**src/rtl/mc_hst_q.sv**
```systemverilog
// mc_hst_q: in-order host request queue (queued -> granted -> complete).
// Optional sticky error checks built with MC_HST_Q_ERRCHK_EN.
module mc_hst_q #(
  parameter int ADDR_W = 23,
  parameter int DEPTH  = 4,
  parameter int PAGE_W = 2
) (
  input  logic                     mclock,
  input  logic                     reset,
  input  logic                     hst_req,
  input  logic [ADDR_W-1:0]        hst_org,
  input  logic                     hst_read,
  input  logic [PAGE_W-1:0]        hst_page,
  output logic                     hst_rdy,
  output logic                     hst_arb_req,
  output logic [ADDR_W-1:0]        hst_arb_addr,
  output logic                     hst_arb_read,
  output logic [PAGE_W-1:0]        hst_arb_page,
  input  logic                     hst_gnt,
  input  logic                     rc_push_en,
  input  logic                     rc_pop_en,
  output logic                     hst_push,
  output logic                     hst_pop,
  output logic [PAGE_W-1:0]        hst_mw_addr,
  output logic                     hst_done,
  output logic [$clog2(DEPTH):0]   hst_level,
  output logic [2:0]               hst_err
);

  localparam int PW = $clog2(DEPTH);
  localparam int LW = PW + 1;

  logic [ADDR_W-1:0] addr_q [DEPTH];
  logic              read_q [DEPTH];
  logic [PAGE_W-1:0] page_q [DEPTH];

  logic [PW-1:0]     wr_ptr, gnt_ptr, cmp_ptr;
  logic [LW-1:0]     level, q_cnt;
  logic [PAGE_W-1:0] beat_cnt;
  logic              done_q, push_q, pop_q;

  logic inflight, cur_read, accept, grant;
  logic beat_ok, complete;
  logic [PAGE_W-1:0] cur_page;

  // q_cnt holds ungranted entries; the rest of level is granted
  assign inflight = (level != q_cnt);
  assign cur_read = read_q[cmp_ptr];
  assign cur_page = page_q[cmp_ptr];
  assign hst_rdy  = !reset && (level < LW'(DEPTH));
  assign accept   = hst_req && hst_rdy;
  assign hst_arb_req = (q_cnt != '0);
  assign grant    = hst_gnt && hst_arb_req;
  assign beat_ok  = inflight && (cur_read ? rc_push_en : rc_pop_en);
  assign complete = beat_ok && (beat_cnt == cur_page);

  assign hst_arb_addr = hst_arb_req ? addr_q[gnt_ptr] : '0;
  assign hst_arb_read = hst_arb_req ? read_q[gnt_ptr] : 1'b0;
  assign hst_arb_page = hst_arb_req ? page_q[gnt_ptr] : '0;
  assign hst_mw_addr  = (inflight && !cur_read) ? beat_cnt : '0;
  assign hst_level    = level;
  assign hst_done     = done_q;
  assign hst_push     = push_q;
  assign hst_pop      = pop_q;

  // entry storage, written at the tail on accept
  always_ff @(posedge mclock) begin
    if (accept) begin
      addr_q[wr_ptr] <= hst_org;
      read_q[wr_ptr] <= hst_read;
      page_q[wr_ptr] <= hst_page;
    end
  end

  // pointers, occupancy, beat counter and strobes
  always_ff @(posedge mclock) begin
    if (reset) begin
      wr_ptr   <= '0;
      gnt_ptr  <= '0;
      cmp_ptr  <= '0;
      level    <= '0;
      q_cnt    <= '0;
      beat_cnt <= '0;
      done_q   <= 1'b0;
      push_q   <= 1'b0;
      pop_q    <= 1'b0;
    end else begin
      push_q <= rc_push_en;
      pop_q  <= rc_pop_en;
      done_q <= complete;
      if (accept)
        wr_ptr <= wr_ptr + PW'(1);
      if (grant)
        gnt_ptr <= gnt_ptr + PW'(1);
      if (complete) begin
        cmp_ptr  <= cmp_ptr + PW'(1);
        beat_cnt <= '0;
      end else if (beat_ok) begin
        beat_cnt <= beat_cnt + PAGE_W'(1);
      end
      level <= level + LW'(accept) - LW'(complete);
      q_cnt <= q_cnt + LW'(accept) - LW'(grant);
    end
  end

`ifdef MC_HST_Q_ERRCHK_EN
  logic [2:0] err_q;
  logic       bad_beat;

  assign bad_beat = inflight
                  ? (cur_read ? rc_pop_en : rc_push_en)
                  : (rc_push_en || rc_pop_en);

  // sticky protocol error flags
  always_ff @(posedge mclock) begin
    if (reset) begin
      err_q <= '0;
    end else begin
      if (hst_gnt && !hst_arb_req) err_q[0] <= 1'b1;
      if (bad_beat)                err_q[1] <= 1'b1;
      if (hst_req && !hst_rdy)     err_q[2] <= 1'b1;
    end
  end

  assign hst_err = err_q;
`else
  assign hst_err = 3'b000;
`endif

endmodule

```
**config.mk**
```make
export PLATFORM = sky130hd
export DESIGN_NAME = mc_hst_q
export DESIGN_NICKNAME = d
export VERILOG_FILES = /design/src/rtl/mc_hst_q.sv
export SDC_FILE = /design/constraint.sdc
export NUM_CORES = 1
export LEC_CHECK = 0
export CAP_MARGIN = 25
export CORE_MARGIN = 2
export CORE_UTILIZATION = 49
export DETAILED_ROUTE_END_ITERATION = 8
export GPL_ROUTABILITY_DRIVEN = 0
export GPL_TIMING_DRIVEN = 0
export PLACE_DENSITY = 0.74
export SLEW_MARGIN = 5
export SYNTH_ARGS = -nofsm -noshare
export SYNTH_HDL_FRONTEND = slang
export SYNTH_SLANG_ARGS = --single-unit
```
**constraint.sdc**
```tcl
create_clock -name mclock -period 3.61 [get_ports mclock]
set_input_delay 0.5415 -clock mclock [delete_from_list [all_inputs] [get_ports mclock]]
set_output_delay 0.5415 -clock mclock [all_outputs]
set_load 0.01 [all_outputs]
```
## After elaboration in Yosys (flattened, before gate mapping)

Memory sizes are Yosys's and may differ from the RTL's. A register that Yosys moved wholly into a read port is not among the register bits.
Cells that the tools add are included.
W data, S select, Z words.

| storage, ports and cells | value |
|---|---|
| flip-flop bits (word level) | 17 |
| bits in latches | 0 |
| bits in writable memories | 104 |
| bits in read-only memories | 0 |
| input port bits | 32 |
| output and inout bits | 39 |
| word-level logic and storage cells | 50 |
| memories | 3 |

Memories:

| name | depth | bits a word | rd ports | clocked after memory_dff | write ports | line | RTL |
|---|---|---|---|---|---|---|---|
| addr_q | 4 | 23 | 1 | 1 | 1 | 33 | `logic [ADDR_W-1:0] addr_q [DEPTH];` |
| page_q | 4 | 2 | 2 | 2 | 1 | 35 | `logic [PAGE_W-1:0] page_q [DEPTH];` |
| read_q | 4 | 1 | 2 | 2 | 1 | 34 | `logic read_q [DEPTH];` |

| cells by class | value |
|---|---|
| $add $sub $neg | 8 |
| multiply operators | 0 |
| div/mod/pow operators | 0 |
| magnitude comparators | 1 |
| eq/ne operators | 2 |
| shifts and indexed selects | 0 |
| multiplexer cells | 17 |
| bitwise operators | 0 |
| reduce and logical (&&, ||, !) cells | 10 |

Operator list:

| operator | count |
|---|---|
| $mux W2 | 12 |
| $mux W23 | 1 |
| $add A2 B1 Y2 const B | 4 |
| $add A3 B1 Y3 | 2 |
| $logic_and A1 B1 Y1 | 6 |
| $sub A3 B1 Y3 | 2 |
| $mux W1 | 4 |
| $lt A3 B3 Y1 const B | 1 |
| $ne A3 B3 Y1 | 1 |
| $reduce_bool A3 Y1 | 1 |
| $eq A2 B2 Y1 | 1 |
| $logic_not A1 Y1 | 2 |
| $reduce_or A2 Y1 | 1 |

## Longest topological paths before layout

| depth | value |
|---|---|
| word-level depth | 5 |
| depth in mapped cells | 11 |
| mapped depth without buffers | 11 |

## Worst setup path before layout

No wires, ideal clock.

| timing path | value |
|---|---|
| kind | flip-flop to flip-flop |
| start | reg with a tool-made name |
| end | reg level[2], in the netlist hst_level[2] |
| library setup time | 128 ps |
| data arrival time | 2645 ps |
| required time | 3482 ps |
| slack | 837 ps |
| cell stages (with the launch flop) | 12 |
| path buffers | 0 |
| period minus slack after synthesis | 2773 ps |
| cell sequence | dfxtp_1 -> mux4_2 -> mux2i_2 -> nor4_4 -> ha_1 -> inv_1 -> ha_1 -> inv_1 -> fa_1 -> xor2_1 -> xnor2_1 -> nor2_1 |

RTL lines:

| element | line | RTL |
|---|---|---|
| end signal: assignment | 101 | `level <= level + LW'(accept) - LW'(complete);` |
| end: declaration | 38 | `logic [LW-1:0] level, q_cnt;` |

==> summary by stage <==
Setup path
STA puts the critical path data arrival time at 2.78 ns. The worst path buffer plus inverter count is 3. The worst endpoint required time is 3.07 ns.

For the worst flop-to-flop path, the logic depth is 11. The library cell appearing most often on the critical path is sky130_fd_sc_hd__clkbuf_1. The stage delay of the slowest cell on the critical path is 0.54 ns. The type of origin of the critical path is a flop. Walking the worst path, the cells encountered are clkbuf_1 > clkbuf_1 > mux4_2 > and2_1 > clkdlybuf4s50_1. The maximum fanout count along the critical path is 10. The cell family contributing the most delay on the critical path is buffers and inverters. The startpoint-to-endpoint class of the critical path is reg -> out. The type of destination of the critical path is an output port. The depth of the critical timing path with buffers and inverters included is 5. For this design, the slowest cell found on the critical path is sky130_fd_sc_hd__clkbuf_1.

Layout
In the final design database the tool counted 405 nets. The area growth from synthesis to layout is 28.0%. The repair_antennas step left the layout with diodes totalling 0. The most common cell after layout, fill and taps aside is sky130_fd_sc_hd__edfxtp_1. The share of final-layout standard cells stronger than drive strength 1 is 19.2%. The final cell count without fillers is 511. Leaving out fill and tap cells, the most frequent cells in the layout are sky130_fd_sc_hd__edfxtp_1, sky130_fd_sc_hd__clkdlybuf4s50_1, sky130_fd_sc_hd__and2_1.

Power
The largest voltage drop on the vdd net is 0.000382 V. In this run the static leakage power is 2.20 nW. The combinational cell fraction of total power is 28.1%.

Sequential cells account for 37.6% of the total power. The total power of the final layout is 4.62 mW. The clock network is responsible for 34.2% of the overall power. The switching share of power is 28.0%. The power density over the cells is 716 nW/um^2.

The analysis attributes to net switching a power of 1.29 mW. The internal power component is 3.32 mW.

Clock network
The number of buffers inserted by hold repair at cts is 0. TritonCTS built the clock tree. The clock latency reported for the late side of the worst-skew pair is 0.51 ns. The buffers inserted during post-CTS setup optimization is 0. The H-tree was split into 4 levels. The number of clock buffers added by TritonCTS is 17. In this run the clock root is driven by a sky130_fd_sc_hd__clkbuf_8. The clock sink count is 125.

The number of cells upsized or downsized after cts is 0. The number of buffers on the longest clock path is 2. The clock-pin slew of the registers on the worst-case setup and hold paths is 0.06 ns.

Routing
For this run, design rule violations remaining after detail routing come to 0. The detail route stage leaves a number of antenna-violating nets equal to 0. In this run, the number of DRC markers left after iteration 0 of detailed routing was 117. After detailed routing, the average wire length per cell comes to 17.4 um.

The number of detailed-routing iterations run before antenna repair is 4. The vias per cell is 5.16. The routed wire length is 8.88 mm. The total via count in the routed design is 2639.

STA
Setup repair after global routing left no endpoint under its margin. The final max-slew violation count is 0. The worst path uses 92.1% of the clock period. The setup skew after layout is 0.00822 ns. The slew at the pin closest to its max-slew limit is 0.741 ns. The routed design could run at a clock period as short as 3.33 ns. Based on the critical path, the design can be clocked at up to 301 MHz.

The worst pin sits at a relative slew slack of 50.6%. The count of endpoints failing hold in the final timing report came to 0. Setup violations remaining at the end of the flow were counted as 0.

The final-layout setup total negative slack is 0 ns.

Hold path
In this run the worst hold path is classified as reg -> reg. The cell count of the worst hold path is 2.

Place
The count of buffers from port buffering is 67. Counting tap cells, the placed design contains a total of 480 instances. The half-perimeter wire length of the detailed placement result is 5.55 mm.

Die
The die height is 105 um. The area enclosed by the die boundary is 11100 um^2. For this design the top-level I/O count stands at 71. The floorplan step set the die width to 105 um. Once the floorplan was initialized, standard cells occupied 49.7% of the core.

The core region is 10100 um^2. In this run the core area contains 37 standard-cell rows.

Yosys
The netlist uses 32 different library cells. For this run, the number of Yosys warnings is 0. The post-synthesis sequential element count is 125. Synthesis produced 275 cells.

Summing every instance area after synthesis gives 5040 um^2. Sequential cells were found to cover 70.3% of the synthesized design area. The mean cell area of the mapped netlist is 18.3 um^2.

Status
The run finished with clean final reports.

Global route
Entering global routing, the biggest net connects 27 pins. The global-route usage over all layers is 17.7%. The total overflow left after global routing is 0. The wire length of the first global-routing pass is 14.4 mm. The initial antenna violation count is 0. The via count of the first global-routing pass was 2806.

Flow run
The number of maximum-capacitance constraint violations is 0.
-- metal layers --
metal	up-vias	track usage, %	share of wire (%)
met5	-	0	0
met3	10	4.76	4.8
met4	0	7.14	0.91
met2	69	29.4	52
met1	1329	22.2	42
li1	1231	-	-
-- tightest hold or removal path, stage by stage (launching register included) --
cell,delay (ns)
sky130_fd_sc_hd__dfxtp_1,0.35
sky130_fd_sc_hd__xnor2_1,0.10
sky130_fd_sc_hd__nor2_1,0.08
-- state kept, by name, summed over array words and instances (netlist names), named ones only --
signal,count
hst_level,3
q_cnt,3
wr_ptr,2
cmp_ptr,2
addr_q,92
hst_push,1
read_q,4
gnt_ptr,2
hst_pop,1
beat_cnt,2
page_q,8
hst_done,1
-- power by group through the flow --
| stage | clock, mW | sequential (mW) | combinational, mW |
|---|---|---|---|
| after floorplan | 0 | 1.76 | 0.779 |
| after global placement | 0 | 1.77 | 1.31 |
| after detailed placement | 0 | 1.77 | 1.32 |
| after CTS | 1.62 | 1.74 | 1.33 |
| after global routing | 1.68 | 1.75 | 1.43 |
| final | 1.58 | 1.74 | 1.30 |
-- cell type report --
cell class,count,area [um^2]
Timing Repair Buffer,67,671
Buffer,14,67.6
Clock inverter,14,144
Inverter,7,26.3
Sequential cell,125,3540
Clock buffer,17,414
Tap cell,136,170
Multi-Input combinational cell,131,1410
Fill cell,709,3690
-- cell families (layout without fill, tap and decap cells) --
kind of cell | count (synthesis) | after routing | share of synthesized area [%]
simple gates | 64 | 64 | 7.58
compound gates | 8 | 8 | 1.07
fa+ha+maj | 10 | 10 | 2.78
mux | 34 | 34 | 14.2
other cells | 1 | 3 | 0.0744
flops | 125 | 125 | 70.3
buf+inv | 21 | 119 | 1.86
xor+xnor | 12 | 12 | 2.09
-- cell usage after synthesis --
cell type                    n  area [um^2]
sky130_fd_sc_hd__o211ai_1    1         7.51
sky130_fd_sc_hd__nor4_1      1         6.26
sky130_fd_sc_hd__o21ai_0     3         15.0
sky130_fd_sc_hd__nand3_1     1         5.00
sky130_fd_sc_hd__conb_1      1         3.75
sky130_fd_sc_hd__buf_4       3         22.5
sky130_fd_sc_hd__mux4_1      1         26.3
sky130_fd_sc_hd__inv_1       7         26.3
sky130_fd_sc_hd__nor2b_1     9         56.3
sky130_fd_sc_hd__nor2_1     12         45.0
sky130_fd_sc_hd__nor4_4      1         21.3
sky130_fd_sc_hd__and3_1      4         25.0
sky130_fd_sc_hd__edfxtp_1  104         3120
sky130_fd_sc_hd__nand2b_1    1         6.26
sky130_fd_sc_hd__ha_1        8          100
sky130_fd_sc_hd__mux4_2     28          631
sky130_fd_sc_hd__dfxtp_1    21          420
sky130_fd_sc_hd__clkbuf_1    8         30.0
sky130_fd_sc_hd__fa_1        2         40.0
sky130_fd_sc_hd__o311ai_1    1         8.76
sky130_fd_sc_hd__xor2_1      8         70.1
sky130_fd_sc_hd__mux2_1      3         33.8
sky130_fd_sc_hd__nand2_1     1         3.75
sky130_fd_sc_hd__xnor2_1     4         35.0
sky130_fd_sc_hd__mux2_2      1         11.3
sky130_fd_sc_hd__and2_1     30          188
sky130_fd_sc_hd__o31ai_1     3         22.5
sky130_fd_sc_hd__or3_1       2         12.5
sky130_fd_sc_hd__nor3_1      1         5.00
sky130_fd_sc_hd__buf_2       3         15.0
sky130_fd_sc_hd__nor3b_1     1         7.51
sky130_fd_sc_hd__mux2i_2     1         13.8
-- path summary, 6_finish.rpt --
path	startpoint	end	slack, ns
worst max-delay path	flop	hst_arb_addr[13]	0.28
worst min-delay path	gnt_ptr[0]	flop	0.56
worst max register to register	flop	hst_level[2]	0.65
worst min register to register	gnt_ptr[0]	flop	0.56
-- metrics by stage --
step | cell area (um^2) | hold WS [ns] | worst slack [ns] | util (%)
after global placement | 5890 | 0.505 | 0.499 | 58.1
after detailed placement | 5890 | 0.536 | 0.472 | 58.1
after CTS | 6450 | 0.568 | 0.176 | 63.6
after floorplan | 5040 | 0.485 | 0.837 | -
final | 6450 | 0.562 | 0.284 | 63.6
after global routing | 6450 | 0.610 | 0.121 | 63.6
Power figures use the tool's default switching activity.
